<file path="src/rtl/gpio_pkg.sv">
// Shared constants for the GPIO input-conditioning block: register map and reset values.
// Latency: n/a (constants only).
// Backpressure: n/a.
package gpio_pkg;

    // Register map, 3-bit word address
    localparam logic [2:0] ADR_GPIO    = 3'd0;   // debounced level, read-only
    localparam logic [2:0] ADR_RISE_EN = 3'd1;   // rising-edge interrupt enables
    localparam logic [2:0] ADR_FALL_EN = 3'd2;   // falling-edge interrupt enables
    localparam logic [2:0] ADR_PENDING = 3'd3;   // pending events, write-1-to-clear
    localparam logic [2:0] ADR_PERIOD  = 3'd4;   // debounce period in cycles

    // Debounce period loaded at reset
    localparam int unsigned PERIOD_RST = 16;

endpackage

</file>
<file path="src/rtl/gpio_debounce_bit.sv">
// One-pin conditioner: 2-flop synchronizer followed by a counter-based debounce filter.
// Latency: level follows a stable pad after 2 sync cycles plus period_i+1 filter cycles.
// Backpressure: none; free-running every clock.
//
// Ports:
//   clk_i, rst_ni  - clock and synchronous active-low reset
//   pad_i          - raw asynchronous pin
//   period_i       - number of extra cycles a new value must persist before it is accepted
//   level_o        - filtered level
//   upd_o          - high on the cycle level_o will toggle at the next edge
module gpio_debounce_bit #(
    parameter int CNT_W = 8
) (
    input  logic             clk_i,
    input  logic             rst_ni,
    input  logic             pad_i,
    input  logic [CNT_W-1:0] period_i,
    output logic             level_o,
    output logic             upd_o
);

    logic             sync1_q, sync1_d;
    logic             sync2_q, sync2_d;
    logic             level_q, level_d;
    logic [CNT_W-1:0] cnt_q,   cnt_d;

    always_comb begin
        sync1_d = pad_i;
        sync2_d = sync1_q;
        cnt_d   = cnt_q;
        level_d = level_q;
        upd_o   = 1'b0;
        if (sync2_q == level_q) begin
            cnt_d = '0;
        end else if (cnt_q >= period_i) begin
            // Compared with >= so a period lowered below the running count
            // takes effect on the very next differing cycle.
            level_d = sync2_q;
            cnt_d   = '0;
            upd_o   = 1'b1;
        end else begin
            cnt_d = cnt_q + CNT_W'(1);
        end
    end

    always_ff @(posedge clk_i) begin
        if (!rst_ni) begin
            sync1_q <= 1'b0;
            sync2_q <= 1'b0;
            level_q <= 1'b0;
            cnt_q   <= '0;
        end else begin
            sync1_q <= sync1_d;
            sync2_q <= sync2_d;
            level_q <= level_d;
            cnt_q   <= cnt_d;
        end
    end

    assign level_o = level_q;

endmodule

</file>
<file path="src/rtl/gpio_in_cond.sv">
// GPIO input conditioner: debounced pins, edge-triggered pending bits and a Wishbone register slave.
// Latency: bus ack and read data one cycle after cyc&stb; pin levels per gpio_debounce_bit.
// Backpressure: single-cycle ack, no wait states; back-to-back strobes are acked every second cycle.
//
// Ports:
//   wb_clk, wb_rst_n         - clock and synchronous active-low reset
//   wb_adr_i .. wb_bte_i     - Wishbone slave inputs (cti/bte unused)
//   wb_dat_o, wb_ack_o       - registered read data and acknowledge
//   wb_err_o, wb_rty_o       - constant 0
//   pad_i                    - raw pins
//   gpio_o                   - debounced levels
//   irq_o                    - OR of pending bits
module gpio_in_cond
    import gpio_pkg::*;
#(
    parameter int DW    = 8,
    parameter int CNT_W = 8
) (
    input  logic          wb_clk,
    input  logic          wb_rst_n,
    input  logic [2:0]    wb_adr_i,
    input  logic [7:0]    wb_dat_i,
    input  logic          wb_we_i,
    input  logic          wb_cyc_i,
    input  logic          wb_stb_i,
    input  logic [2:0]    wb_cti_i,
    input  logic [1:0]    wb_bte_i,
    output logic [7:0]    wb_dat_o,
    output logic          wb_ack_o,
    output logic          wb_err_o,
    output logic          wb_rty_o,
    input  logic [DW-1:0] pad_i,
    output logic [DW-1:0] gpio_o,
    output logic          irq_o
);

    logic [DW-1:0]    gpio_lvl;
    logic [DW-1:0]    upd;
    logic [DW-1:0]    rise_en_q, rise_en_d;
    logic [DW-1:0]    fall_en_q, fall_en_d;
    logic [DW-1:0]    pend_q,    pend_d;
    logic [DW-1:0]    w1c;
    logic [DW-1:0]    set_ev;
    logic [CNT_W-1:0] period_q,  period_d;
    logic             ack_q,     ack_d;
    logic [7:0]       dat_q,     dat_d;
    logic [7:0]       rdata;
    logic             acc;
    logic             wr;
    logic             unused_bus;

    for (genvar i = 0; i < DW; i++) begin : g_bit
        gpio_debounce_bit #(.CNT_W(CNT_W)) u_db (
            .clk_i    (wb_clk),
            .rst_ni   (wb_rst_n),
            .pad_i    (pad_i[i]),
            .period_i (period_q),
            .level_o  (gpio_lvl[i]),
            .upd_o    (upd[i])
        );
    end

    // An access is accepted only while ack is low, which yields the
    // ack-every-other-cycle pattern for a held strobe.
    assign acc = wb_cyc_i & wb_stb_i & ~ack_q;
    assign wr  = acc & wb_we_i;

    always_comb begin
        rdata = '0;
        case (wb_adr_i)
            ADR_GPIO:    rdata = 8'(gpio_lvl);
            ADR_RISE_EN: rdata = 8'(rise_en_q);
            ADR_FALL_EN: rdata = 8'(fall_en_q);
            ADR_PENDING: rdata = 8'(pend_q);
            ADR_PERIOD:  rdata = 8'(period_q);
            default:     rdata = '0;
        endcase
    end

    always_comb begin
        rise_en_d = rise_en_q;
        fall_en_d = fall_en_q;
        period_d  = period_q;
        w1c       = '0;
        if (wr) begin
            case (wb_adr_i)
                ADR_RISE_EN: rise_en_d = DW'(wb_dat_i);
                ADR_FALL_EN: fall_en_d = DW'(wb_dat_i);
                ADR_PENDING: w1c       = DW'(wb_dat_i);
                ADR_PERIOD:  period_d  = CNT_W'(wb_dat_i);
                default:     ;
            endcase
        end
        // upd marks the edge where the level toggles, so the current level
        // tells the direction: low now means a rising edge.
        set_ev = upd & ((~gpio_lvl & rise_en_q) | (gpio_lvl & fall_en_q));
        // OR-ing the set after the clear lets a same-cycle event win.
        pend_d = (pend_q & ~w1c) | set_ev;
        ack_d  = acc;
        dat_d  = acc ? rdata : dat_q;
    end

    always_ff @(posedge wb_clk) begin
        if (!wb_rst_n) begin
            rise_en_q <= '0;
            fall_en_q <= '0;
            pend_q    <= '0;
            period_q  <= CNT_W'(PERIOD_RST);
            ack_q     <= 1'b0;
            dat_q     <= '0;
        end else begin
            rise_en_q <= rise_en_d;
            fall_en_q <= fall_en_d;
            pend_q    <= pend_d;
            period_q  <= period_d;
            ack_q     <= ack_d;
            dat_q     <= dat_d;
        end
    end

    assign unused_bus = ^{wb_cti_i, wb_bte_i};

    assign wb_dat_o = dat_q;
    assign wb_ack_o = ack_q;
    assign wb_err_o = 1'b0;
    assign wb_rty_o = 1'b0;
    assign gpio_o   = gpio_lvl;
    assign irq_o    = |pend_q;

endmodule

</file>
<file path="config.mk">
export PLATFORM = sky130hd
export DESIGN_NAME = gpio_in_cond
export DESIGN_NICKNAME = d
export VERILOG_FILES = /design/src/rtl/gpio_pkg.sv /design/src/rtl/gpio_debounce_bit.sv /design/src/rtl/gpio_in_cond.sv
export SDC_FILE = /design/constraint.sdc
export NUM_CORES = 1
export LEC_CHECK = 0
export ABC_AREA = 1
export CORE_MARGIN = 10
export CORE_UTILIZATION = 40
export DETAILED_ROUTE_END_ITERATION = 10
export HOLD_SLACK_MARGIN = 0.02
export SLEW_MARGIN = 20
export SYNTH_ARGS = -nofsm -noshare
export SYNTH_HDL_FRONTEND = slang
export SYNTH_SLANG_ARGS = --single-unit
</file>
<file path="constraint.sdc">
create_clock -name wb_clk -period 1.7 [get_ports wb_clk]
set_input_delay 0.34 -clock wb_clk [delete_from_list [all_inputs] [get_ports wb_clk]]
set_output_delay 0.34 -clock wb_clk [all_outputs]
set_load 0.005 [all_outputs]
</file>
; ---- Word level (Yosys, flattened, before mapping)
; Index checks and enable logic that the tools add are counted.
; W data, S select, Z words.
[totals]
out_inout_bits = 20
word_cells = 127
in_bits = 29
regBits = 129
[op_classes]
order_cmp = 8
muxes = 19
addsub = 8
n_eq_ne = 12
n_reduce_logical = 21
bitwise_logic = 21
[op_table]
columns = operator, n
row1 = $add A8 B1 Y8 const B, 8
row2 = $ge A8 B8 Y1, 8
row3 = $pmux W8 S5, 1
row4 = $and A8 B8 Y8, 4
row5 = $reduce_or A3 Y1, 8
row6 = $reduce_and A2 Y1, 11
row7 = $mux W1, 16
row8 = $mux W8, 2
row9 = $not A8 Y8, 2
row10 = $or A8 B8 Y8, 2
row11 = $not A1 Y1, 10
row12 = $eq A1 B1 Y1, 8
row13 = $reduce_or A8 Y1, 1
row14 = $eq A3 B2 Y1 const B, 2
row15 = $and A1 B1 Y1, 3
row16 = $eq A3 B1 Y1 const B, 1
row17 = $eq A3 B3 Y1 const B, 1
row18 = $logic_not A3 Y1, 1

; ---- Logic depth before layout (Yosys ltp)
[depth]
depth_word = 7
mapped_depth = 12
depth_no_buf = 12

; ---- By module
; Synthesis repeated with hierarchy kept, for this count alone.
[hier_totals]
hier_cells = 1006
area_unflattened_um2 = 7488.4
[by_module_without_submodules]
columns = module, area_per_inst_um2, instances, seq_area_each_um2, cells_per_inst
row1 = gpio_debounce_bit, 684.4, 8, 220.2, 91
row2 = gpio_in_cond, 2013.2, 1, 820.8, 278

; ---- Worst setup path after synthesis
; No wires, ideal clock.
[synth_path]
path_kind = reg-to-reg
startpoint = register period_q[3]
endpoint = register g_bit[0].u_db.cnt_q[3]
period_less_slack_ns = 1.473
n_path_buf = 0
required_time_ns = 1.620
slack_ns = 0.227
setup_time_ns = 0.080
path_stages_with_launch = 10
arrival_ns = 1.393
path_cell_list = dfxtp_1 > inv_1 > ha_1 > nand2_1 > nor2_1 > nor2_1 > nand2_1 > nand2_1 > nand3_1 > nor3_1
[synth_between]
elab_chain_cells = 2
[synth_rtl]
columns = element, line
row1 = from (decl), gpio_in_cond.sv:44  ; logic [CNT_W-1:0] period_q, period_d;
row2 = from (signal assigned), gpio_in_cond.sv:108  ; period_q <= CNT_W'(PERIOD_RST);
row3 = from (signal assigned), gpio_in_cond.sv:115  ; period_q <= period_d;
row4 = $ge A8 B8 Y1, gpio_debounce_bit.sv:35  ; end else if (cnt_q >= period_i) begin
row5 = $reduce_or A3 Y1 (no line), --
row6 = to (signal assigned), gpio_debounce_bit.sv:56  ; cnt_q <= cnt_d;
row7 = to (decl), gpio_debounce_bit.sv:25  ; logic [CNT_W-1:0] cnt_q, cnt_d;
; Every way passes these cells.
; A chain may end at the register's enable or synchronous reset.

; ---- Final worst setup path
[layout_path]
startpoint = register g_bit[7].u_db.level_q
endpoint = output gpio_o[7]
[layout_rtl]
columns = element, line
row1 = from (decl), gpio_debounce_bit.sv:24  ; logic level_q, level_d;
row2 = from (signal assigned), gpio_debounce_bit.sv:55  ; level_q <= level_d;
row3 = to (decl), gpio_in_cond.sv:33  ; output logic [DW-1:0] gpio_o,
; No word-level cell between the ends.

==> results.yml <==
drt:
  drc: 0
  postRouteAntennaNets: 0
  drtIter0Drc: 296
  viasPerCell: 4.77
  drt-wirelength-per-cell_um: 13.6
  firstDrtPassIters: 4
  routed_wirelength_mm: 17.6
  via_count: 6173
placed_design:
  portBuffers: 41
  dp_cells: 1260
  dp_hpwl_mm: 12.7
  gp_congestion: 0.873
setup_path:
  cp_data_required_time_ns: 1.36
  arrival_ns: 1.30
  slowest_stage: "clkdlybuf4s50_1"
  cp-end-kind: "output pin"
  reg2reg_depth: 9
  reg2reg_to: "pend_q[4]"
  critical_path.endpoint: "gpio_o[7]"
  crit_path_max_fanout: 5
  worst-path-buf-inv: 1
  reg2reg_slack_ns: 0.10
  crit_chain: "clkdlybuf4s50_1"
  start_kind: "flop"
  crit_type: "reg -> out"
  critical-path-top-delay-family: "buffers and inverters"
  startpoint: "g_bit[7].u_db.level_o"
  worst-path-stages: 1
  r2r_start: "period_q[6]"
  max_stage_delay_ns: 0.52
cts:
  cts_tree: "built"
  cts.sinks: 129
  cts_buffers: 17
  clk_latency_ns: 0.42
  holdBufCountCts: 0
  cts_root_buf: "clkbuf_16"
  clk_path_buf_depth: 2
  path_clk_slew_ns: 0.06
  cts_max_level: 4
cells_and_area:
  fin_nets: 1157
  drive_above_1_share: 0.186
  post-route-util: 0.534
  stdcell_count: 1294
  n_fill_cell: 1647
  diodes: 0
  layout_common_cells: "184 x nand2_1, 129 x nor2_1, 121 x dfxtp_1, 109 x inv_1, 65 x buf_4"
  area_growth_syn_to_layout_pct: 32.1
  final_common_cell: "nand2_1"
die:
  dieArea_um2: 23000
  io_pins: 49
  core_um2: 17200
  die_w_um: 152
  rows: 48
  start_util: 0.404
  die_height_um: 152
synthesis:
  syn_area_um2: 6940
  ys_seq_area_frac: 0.372
  syn_area_per_cell_um2: 7.34
  yosys_register_bits: 129
  synth_cell_types: 30
  syn_inst: 946
  synth_warnings: 0
timing:
  relSlewSlack: 0.591
  hold_viol: 0
  slew_violations: 0
  worst_pin_slew_ns: 0.613
  fmax_mhz: 611
  fin_tns_setup_ns: 0
  fin_crit_ns: 1.64
  fin_skew_ns: 0.0109
  timing.final.crit_share: 0.964
  setup_viol: 0
  rsz0062_at_grt: "true"
run:
  maxCapViolations: 0
pwr:
  peakVddDrop_uv: 784
  power_density_nw_per_um2: 814
  p_leak_nw: 3.98
global_routing:
  grt_pass1_vias: 5686
  grtUsageTotal: 0.155
  grt_overflow_total: 0
  grt_pass1_wl_mm: 28.0
  grt_max_degree: 55
  antenna_found_initial: 0
min_path:
  hold_depth: 3
  hold_class: "in -> reg"
  worst_hold_startpoint: "wb_rst_n"
run_status:
  status: "complete, no violations"
==> layer usage <==
layer  GRT usage  share of wire  vias up
met4      0.0505         0.0066        0
met2       0.247           0.47      114
li1            -              -     3258
met3      0.0371          0.047        8
met1       0.202           0.48     2793
met5           0              0        -
==> timing repair <==
action / CTS / global route
pin swaps: 1 / 19
gates cloned: 0 / 1
gates resized for setup: 11 / 72
setup buffers: 0 / 1
setup endpoints to repair: 7 / 76
==> cells in the mapped netlist <==
cell type  instances  area share
clkbuf_1           5      0.0027
nand3_1           64       0.046
xnor2_1           17       0.021
inv_2              4      0.0022
buf_6              3      0.0049
nor3_1             6      0.0043
o21a_1             8      0.0087
o21ai_1            4      0.0029
nand2_1          194        0.10
inv_1            114       0.062
nand3b_1           1      0.0011
nor2_2             2      0.0018
a21oi_1           60       0.043
conb_1             1     0.00054
nand4_1           19       0.017
xor2_1            20       0.025
nor2_4             3      0.0049
dfxtp_1          129        0.37
nand2_2            2      0.0018
nand3_2            1      0.0014
o22ai_1            2      0.0018
clkinv_1           2      0.0011
buf_2              6      0.0043
nor4_1             2      0.0018
ha_1              72        0.13
or2_2             10      0.0090
o21ai_2            1      0.0013
nor2_1           130       0.070
o21ai_0           49       0.035
buf_4             15       0.016
==> stage by stage <==
stage	setup slack, ns	hold WS [ns]	total power (W)	area (µm²)
3_3_place_gp	-0.184	0.394	0.00353	8080
5_1_grt	-0.0168	0.370	0.00770	9170
6_report	0.0620	0.341	0.00746	9170
4_1_cts	0.0000768	0.335	0.00752	8730
2_1_floorplan	0.227	0.390	0.00334	6940
3_5_place_dp	-0.224	0.398	0.00353	8080
==> cells by family (layout without fill, tap and decap cells) <==
logic type	Yosys count	after routing	synth area share
AO/OA/AOI/OAI	124	124	0.0932
flip-flops	129	129	0.372
other	1	2	0.000540
AND/OR/NAND/NOR	434	434	0.265
adder cells (fa/ha/maj)	72	72	0.130
buffers and inverters	149	271	0.0930
XOR/XNOR	37	37	0.0467
==> layout make-up <==
type                            instances  area (µm²)  area share
Multi-Input combinational cell        669        4090       0.446
Sequential cell                       129        2590       0.283
Timing Repair Buffer                  119        1100       0.120
Clock buffer                           23         498      0.0543
Inverter                              120         450      0.0491
Tap cell                              225         282      0.0307
Clock inverter                          9         151      0.0165
==> worst min path at each step <==
stage | slack, ns | endpoint
final | 0.34 | pend_q[2]
after detailed placement | 0.40 | g_bit[4].u_db.sync2_q
after global routing | 0.37 | pend_q[2]
after global placement | 0.39 | g_bit[3].u_db.sync2_q
after CTS | 0.33 | pend_q[2]
after floorplan | 0.39 | g_bit[0].u_db.sync2_q
==> where the power goes <==
part	total, W	leakage (nW)	internal [W]	switching [W]
clock network	0.00398	0.319	0.00264	0.00133
registers	0.00308	1.05	0.00306	0.0000202
logic	0.000408	2.61	0.000175	0.000233
total	0.00746	3.98	0.00588	0.00159
==> registers in the layout (all words and copies together) (netlist names) <==
signal	count
g_bit.u_db.cnt_q	64
wb_ack_o	1
g_bit.u_db.sync2_q	8
g_bit.u_db.sync1_q	8
fall_en_q	8
wb_dat_o	8
pend_q	8
rise_en_q	8
g_bit.u_db.level_o	8
period_q	8
Note: power is estimated with default switching activity, not from simulation.
